===== config.mk =====
export PLATFORM = sky130hd
export DESIGN_NAME = exception_sequencer
export DESIGN_NICKNAME = d
export VERILOG_FILES = /design/src/rtl/exception_sequencer.sv
export SDC_FILE = /design/constraint.sdc
export NUM_CORES = 1
export LEC_CHECK = 0
export ABC_CLOCK_PERIOD_IN_PS = 2900
export CAP_MARGIN = 40
export CORE_MARGIN = 4
export CORE_UTILIZATION = 38
export CTS_BUF_LIST = sky130_fd_sc_hd__clkbuf_16
export CTS_CLUSTER_DIAMETER = 100
export DETAILED_ROUTE_END_ITERATION = 10
export PLACE_DENSITY = 0.87
export SETUP_SLACK_MARGIN = 0.4
export SKIP_LAST_GASP = 1
export SLEW_MARGIN = 20
export SYNTH_ARGS = -nofsm -noshare
export SYNTH_HDL_FRONTEND = slang
export SYNTH_SLANG_ARGS = --single-unit

===== constraint.sdc =====
create_clock -name clk -period 2.9 [get_ports clk]
set_clock_uncertainty 0.05 [all_clocks]
set_input_delay 0.58 -clock clk [delete_from_list [all_inputs] [get_ports clk]]
set_output_delay 0.58 -clock clk [all_outputs]
set_load 0.01 [all_outputs]

===== src/rtl/exception_sequencer.sv =====
// ---------------------------------------------------------------------------
// exception_sequencer
//
// Multi-cycle exception entry / return-from-exception sequencer for the
// multi-cycle MIPS core. Collects NUM_CAUSES prioritised, maskable exception
// requests into sticky pending bits. Services one cause per entry sequence:
// it saves the faulting PC into epc, reads a one-byte handler address from
// the vector table at VEC_BASE + cause, and loads that byte into the PC.
// An rte request reloads the PC from epc.
//
// Ports:
//   clk        - clock
//   reset      - synchronous, active-high reset
//   cause_req  - per-cause request, ORed into pending every edge
//   cause_mask - 1 = cause blocked from service (stays pending)
//   pc_in      - address of the faulting instruction
//   rte        - single-cycle return-from-exception request
//   mem_rdata  - memory byte returned for the vector read
//   busy       - high whenever the sequencer is not idle
//   mem_req    - memory read strobe (vector fetch)
//   mem_addr   - vector-table address, 0 outside the fetch
//   pc_load    - one-cycle PC write strobe
//   pc_value   - value to write into PC, 0 when not loading
//   epc        - saved exception PC
//   cause_code - index of the last serviced cause
//   ack        - one-cycle pulse after a cause is accepted
// ---------------------------------------------------------------------------
module exception_sequencer #(
  parameter int NUM_CAUSES = 4,
  parameter int ADDR_W     = 32,
  parameter int VEC_BASE   = 253,
  parameter int MEM_LAT    = 1,
  localparam int CW        = (NUM_CAUSES > 1) ? $clog2(NUM_CAUSES) : 1
) (
  input  logic                  clk,
  input  logic                  reset,
  input  logic [NUM_CAUSES-1:0] cause_req,
  input  logic [NUM_CAUSES-1:0] cause_mask,
  input  logic [ADDR_W-1:0]     pc_in,
  input  logic                  rte,
  input  logic [7:0]            mem_rdata,
  output logic                  busy,
  output logic                  mem_req,
  output logic [ADDR_W-1:0]     mem_addr,
  output logic                  pc_load,
  output logic [ADDR_W-1:0]     pc_value,
  output logic [ADDR_W-1:0]     epc,
  output logic [CW-1:0]         cause_code,
  output logic                  ack
);

  localparam logic [1:0] ST_IDLE = 2'd0;
  localparam logic [1:0] ST_READ = 2'd1;
  localparam logic [1:0] ST_LOAD = 2'd2;
  localparam logic [1:0] ST_RET  = 2'd3;

  localparam int CNT_W = (MEM_LAT > 1) ? $clog2(MEM_LAT) : 1;

  logic [1:0]            state;
  logic [NUM_CAUSES-1:0] pending;
  logic [NUM_CAUSES-1:0] pend_nx;
  logic [NUM_CAUSES-1:0] eligible;
  logic [NUM_CAUSES-1:0] clr_bit;
  logic [CNT_W-1:0]      counter;
  logic [CW-1:0]         sel;
  logic                  any_eligible;

  // New requests are folded in before arbitration, so a request that
  // arrives in the same cycle as an idle sequencer is serviced at once.
  assign pend_nx  = pending | cause_req;
  assign eligible = pend_nx & ~cause_mask;

  // Lowest-index eligible cause wins; scanning downward leaves the lowest
  // index as the last assignment.
  always_comb begin
    sel          = '0;
    any_eligible = 1'b0;
    for (int i = NUM_CAUSES - 1; i >= 0; i--) begin
      if (eligible[i]) begin
        sel          = CW'(i);
        any_eligible = 1'b1;
      end
    end
    clr_bit      = '0;
    clr_bit[sel] = 1'b1;
  end

  always_ff @(posedge clk) begin
    if (reset) begin
      state      <= ST_IDLE;
      pending    <= '0;
      epc        <= '0;
      cause_code <= '0;
      counter    <= '0;
      ack        <= 1'b0;
    end else begin
      ack     <= 1'b0;
      pending <= pend_nx;
      case (state)
        ST_IDLE: begin
          // A cause beats a simultaneous rte; that rte is dropped.
          if (any_eligible) begin
            epc        <= pc_in;
            cause_code <= sel;
            pending    <= pend_nx & ~clr_bit;
            counter    <= CNT_W'(MEM_LAT - 1);
            state      <= ST_READ;
            ack        <= 1'b1;
          end else if (rte) begin
            state <= ST_RET;
          end
        end
        ST_READ: begin
          // Counter starts at MEM_LAT-1, so READ lasts exactly MEM_LAT cycles.
          if (counter == '0) begin
            state <= ST_LOAD;
          end else begin
            counter <= counter - CNT_W'(1);
          end
        end
        ST_LOAD: state <= ST_IDLE;
        ST_RET:  state <= ST_IDLE;
        default: state <= ST_IDLE;
      endcase
    end
  end

  // Moore outputs decoded purely from state; data buses are zero when idle.
  always_comb begin
    busy     = (state != ST_IDLE);
    mem_req  = (state == ST_READ);
    pc_load  = (state == ST_LOAD) || (state == ST_RET);
    mem_addr = '0;
    pc_value = '0;
    if (state == ST_READ) begin
      mem_addr = ADDR_W'(VEC_BASE) + ADDR_W'(cause_code);
    end
    if (state == ST_LOAD) begin
      pc_value = ADDR_W'(mem_rdata);
    end else if (state == ST_RET) begin
      pc_value = epc;
    end
  end

endmodule


==> PnR_summary.wiki <==
{| class="wikitable"
! Metric !! Value
|-
| Total setup violations reported at the end of the flow || 0
|-
| Final worst-path cycle share || 83.64%
|-
| Achievable frequency || between 400 and 500 MHz
|-
| Hold-fix buffers, CTS || 0
|-
| Number of input and output port buffers inserted || 129
|-
| DRC marker count from the first detailed-route iteration || 84
|-
| Critical Path Start Type || input port
|-
| Largest net degree at the start of global routing || 42
|-
| Die height || slightly above 80 um
|-
| Top cell family by delay on the critical path || buffers and inverters
|-
| Number of placed I/O pins || approximately 150
|-
| Synth Register Bits || 41
|-
| RSZ-0062 raised after global routing || false
|-
| Total via count in the routed design || approximately 2200
|-
| Critical path's most frequent cell || clkdlybuf4s50_1
|-
| First-pass GRT wire length || 10290 um
|-
| Run status || completed
|-
| Final #Nets || 437
|-
| CTS buffer count || 5
|-
| Pre-CTS setup slack || 451.1 ps
|-
| Number of warnings reported in the yosys synthesis log || 0
|-
| VDD IR-drop max || between 0.0003 and 0.0004 V
|-
| Capture instance of the worst register-to-register path || epc[0]
|-
| Max-capacitance violation count || 0
|-
| Worst-Skew Late Latency || 270 ps
|-
| Die Area || 6916 um2
|-
| Kind of critical path || in -> out
|-
| Post-CTS setup buffer count || 0
|-
| Crit-path max FO || 1
|-
| Worst hold start || epc[26]
|-
| Routed Wire Length || around 6400 um
|-
| Width of the die || around 83 um
|-
| Sequential cell area in the final layout || roughly 820 um2
|-
| Mapped Area || 2147 um2
|-
| Cell area after layout || 3465 um2
|-
| DRC violation count after routing || 0
|-
| Most common cell after layout, fill and taps aside || clkdlybuf4s50_1
|-
| Leak pwr || 0.001454 uW
|-
| Clock sink count || 41
|-
| Final worst-path setup slack || between 400 and 500 ps
|-
| Total global routing overflow || 0
|-
| Req. time, crit path || 2270 ps
|-
| PwrDens || 501.2 nW/um2
|-
| Register-to-register setup slack || 1010 ps
|-
| Minimum clock period after layout || 2426 ps
|-
| H-tree level count || 2
|-
| Placed cell area || between 3000 and 4000 um2
|-
| Antenna Cells || 0
|-
| Number of antenna-violating nets in the routed design || 0
|-
| Detail-routed via count per cell || 4.699
|-
| Critical path's slowest cell || clkdlybuf4s50_1
|-
| DR pass1 iterations || 4
|-
| Slew Viols, Final || 0
|-
| Post-synthesis cell type count || 30
|-
| Std-Cell Core Area || ~5500 um2
|-
| Cell depth of the worst hold path || 2
|-
| Per-cell routed wire length || 14.00 um
|-
| Final Hold Viols || 0
|-
| Clock tree root buffer cell || clkbuf_16
|-
| Worst hold margin || 418.2 ps
|-
| Crit-path max cell delay || 550 ps
|-
| Clock tree from TritonCTS || done
|-
| Area of the multi-input gates || between 1000 and 1500 um2
|-
| Filler instances || 487
|-
| Reg-to-reg critical path startpoint || state[0]
|-
| Max Buffers Root-to-Sink || 2
|-
| Post-Syn Instances || about 270
|-
| R2R cell count || 6
|-
| Arrival @ worst endpoint || ~1800 ps
|-
| Buffers plus inverters on the worst setup path || 2
|-
| Area growth from synthesis to final layout || 61.36%
|-
| Clock slew seen by the registers of the worst setup and hold paths || about 50 ps
|-
| CP cell instances || clkdlybuf4s50_1 > mux2i_1 > nor2b_1 > clkdlybuf4s50_1
|-
| Via count of the first global-routing pass || 2070
|-
| Weighted congestion at the end of routability-driven global placement || 0.8147
|-
| Core occupancy in the finished layout || 62.92%
|-
| Most frequent cells in the layout || 128 x clkdlybuf4s50_1, 65 x nand2_1, 41 x dfxtp_1
|-
| Number of antenna violations at the first check in global routing || 0
|-
| Initial core utilization || 38.99%
|-
| Synth Area per Inst || approximately 8.0 um2
|-
| Terminating pin of the worst hold path || epc[26]
|-
| Detailed placer's ending HPWL || slightly below 5000 um
|-
| Total Negative Setup Slacks || 0 ps
|-
| Global-route total usage across every layer || approximately 18%
|-
| Share of final-layout standard cells stronger than drive strength 1 || 6.218%
|-
| Launching instance or port of the critical path || mem_rdata[2]
|-
| Type of the worst min-delay path || reg -> reg
|-
| Worst Setup End Kind || primary output
|-
| Number of rows created at floorplan || 27
|-
| Register area share after synthesis || roughly two fifths
|}
[repair_timing]
action | 4_1_cts | 5_1_grt
gates resized for setup | 1 | 5
setup endpoints to repair | 6 | 25
endpoints found under the hold margin | 0 | 0
[Yosys cell counts, drive strengths merged]
| master | count | area, um2 |
|---|---|---|
| conb | 1 | 3.750 |
| o21ai | 1 | 5.000 |
| and3 | 25 | 156.4 |
| nor3 | 4 | 20.02 |
| and2 | 2 | 12.51 |
| a311oi | 1 | 8.760 |
| a41oi | 1 | 27.53 |
| dfxtp | 41 | 820.8 |
| a2111oi | 1 | 15.01 |
| buf | 38 | 315.3 |
| o21ba | 3 | 30.03 |
| a211oi | 1 | 7.510 |
| o21bai | 4 | 33.78 |
| nor2 | 11 | 41.29 |
| mux2i | 8 | 80.08 |
| a41o | 1 | 10.01 |
| a21oi | 35 | 178.9 |
| nand2b | 1 | 6.260 |
| nor2b | 8 | 50.05 |
| or2 | 1 | 6.260 |
| clkbuf | 11 | 41.29 |
| nand3 | 2 | 10.01 |
| nor4 | 1 | 6.260 |
| inv | 1 | 3.750 |
| nand2 | 65 | 244.0 |
| ha | 1 | 12.51 |
[metrics by stage]
stage	std cells	total power, uW
global route	458	1834
finish	458	1736
floorplan	291	1005
global placement	450	1206
CTS	458	1742
detailed placement	450	1222
[flip-flops by register name, indices dropped and copies added (netlist names)]
register and cells:
ack 1, cause_code 2, epc 32, pending 4, state 2
[layout make-up]
cell class              instances  share of cell area (%)
clock buffers                   5                   3.611
clock inverters                 3                  0.3973
inverters                       1                  0.1083
multi-input cells             200                   30.62
flip-flops and latches         41                   23.69
well taps                      72                   2.600
repair buffers                136                   38.97
[worst max-delay path by stage]
| stage | slack, ps | endpoint | cells after the start |
|---|---|---|---|
| 2_1_floorplan | 1190 | pc_value[0] | 4 |
| 3_3_place_gp | 510 | pc_value[7] | 4 |
| 3_5_place_dp | 450 | epc[0] | 6 |
| 4_1_cts | 440 | pc_value[7] | 4 |
| 5_1_grt | 400 | pc_value[2] | 4 |
| 6_report | 470 | pc_value[2] | 4 |
[kinds of logic (layout without fill, tap and decap cells)]
kind of cell               after synthesis  after routing  share of synthesized area [%]
AOI/OAI and AO/OA                       48             48                          14.74
buffers and inverters                   50            145                          16.78
other                                    1             23                         0.1747
DFF                                     41             41                          38.23
and+or+nand+nor                        120            120                          25.76
muxes                                    8              8                          3.730
adders and majority gates                1              1                         0.5827
[report_power, final]
group / switching [uW] / internal (uW)
Combinational: 260 / 284
Sequential: 46.1 / 624
Clock: 210 / 312
Total: 516 / 1220
[worst min-delay path: cells and delay by family, from the launching register on]
kind,cells,cell delay (ps)
AO/OA/AOI/OAI,1,50
AND/OR/NAND/NOR,1,50
flip-flops,1,320
[layer usage]
layer  wire (um)  global-route usage, %  vias up
li1            -                      -     1069
met1        2553                  21.37      974
met2        3244                  31.92      103
met3         561                  4.762        6
met4          53                  3.269        0
met5           0                      0        -
No activity file was read; power rests on OpenSTA's default activity.
==> patch (same flow settings) <==
The parameter `MEM_LAT` goes from 1 to 2. Comments in the files are not updated.
--- a/src/rtl/exception_sequencer.sv
+++ b/src/rtl/exception_sequencer.sv
@@ -30,5 +30,5 @@
   parameter int ADDR_W     = 32,
   parameter int VEC_BASE   = 253,
-  parameter int MEM_LAT    = 1,
+  parameter int MEM_LAT    = 2,
   localparam int CW        = (NUM_CAUSES > 1) ? $clog2(NUM_CAUSES) : 1
 ) (
Formal check against the unedited RTL: not equivalent (a bounded check fails within 4 cycles, from zero or initial values and one cycle with reset high).
==> patch against the original RTL <==
Total power increased by 4.1%; worst setup slack got worse by 0.0018 ns; global-route usage decreased by 0.63 points; design area increased by 0.87%; non-clock buffer count decreased by 2; synthesized area increased by 2.5%; sequential cell count increased by 1; routed wire length decreased by 0.95%.
==> patch: results (changes against the original RTL) <==
status=completed; Placed Instances=452 (+0.44%); global-route met2 utilization=31.6% (-0.29 points); sw power=0.000544 W (+5.4%); RePlAce Congestion=0.785 (-3.7%); sequential group share of total power=38.8% (+0.2 points); Final WS setup=0.472 ns (-0.00183 ns); routed length on met3=537 um (-4.3%); met1 GRT Util=19.7% (-1.7 points); post-synthesis compound-gate area fraction=15.5% (+0.72 points); Worst R2R End=epc[17]; post-synthesis instance total=273 (+1.5%); Post CTS Setup Buffer Count=0 (unchanged); Critical Path End=pc_value[7]; top cells by instance count after synthesis=nand2_1 (67), dfxtp_1 (42), a21oi_1 (35); Largest regs=epc: 32 flops, pending: 4 flops; Lkg Pwr=1.44 nW (-1.1%); Tot GR Track Use=17.2% (-0.63 points); fillcell total=491 (+0.82%); Vias/cell=4.70 (about the same); mux contribution to synthesized area=3.64% (-0.091 points); largest cells by area after synthesis=dfxtp_1 (38%), nand2_1 (11%), buf_4 (9.6%); DRT met1 WL=2540 um (-0.59%); Non-Filler Instances=460 (+0.44%); Hold Path Sink=epc[30]; first-pass GRT wire length=10100 um (-1.8%); Hold Crit Start=epc[30]; combinational fraction of design power=33.0% (+1.7 points); final net count=439 (+0.46%); Post-Route WL=6350 um (-0.95%); Netlist cell types=32 (+6.7%); Synth Area in Adders=0.569% (-0.014 points); metal2 WL=3230 um (-0.40%); Worst Setup SP=mem_rdata[7]; hold_ws=0.417 ns (-0.00142 ns); worst r2r path cells=5 (-1); sequential element share of the synthesized area=38.2% (about the same); largest net degree at the start of global routing=43 (+2.4%); met3 Use GR=4.44% (-0.32 points); Place WS=0.489 ns (+0.0375 ns); DPL Wire Length=4820 um (-1.9%); fraction of layout cells with a size suffix above 1=5.93% (-0.29 points)
## patch: cell types whose count changed in the layout (fill, tap and decap cells not counted), moves of 2 or more
cell and delta:
o21bai_2 +3, o21bai_1 -2, nor2_1 -2, nand2_1 +2, buf_4 -2, nand2b_1 +2
## patch: final cells by class
type                       count  area, um^2  area share, %
clock inverter                 3        12.5          0.358
multi-input combinational    203        1080           31.0
clock buffer                   5         125           3.58
inverter                       1        3.75          0.107
timing repair buffer         134        1340           38.2
tap                           72        90.1           2.58
sequential                    42         842           24.1
## patch: through the flow
stage,cell area (um^2),total power [W]
3_5_place_dp,3350,0.00131
4_1_cts,3490,0.00182
2_1_floorplan,2280,0.00108
5_1_grt,3490,0.00191
3_3_place_gp,3350,0.00129
6_report,3490,0.00181
## patch: repair_timing
item / in CTS / in global routing
endpoints found under the hold margin: 0 / 0
gates cloned: 0 / 0
endpoints found under the setup margin: 5 / 12
resized for setup: 1 / 3
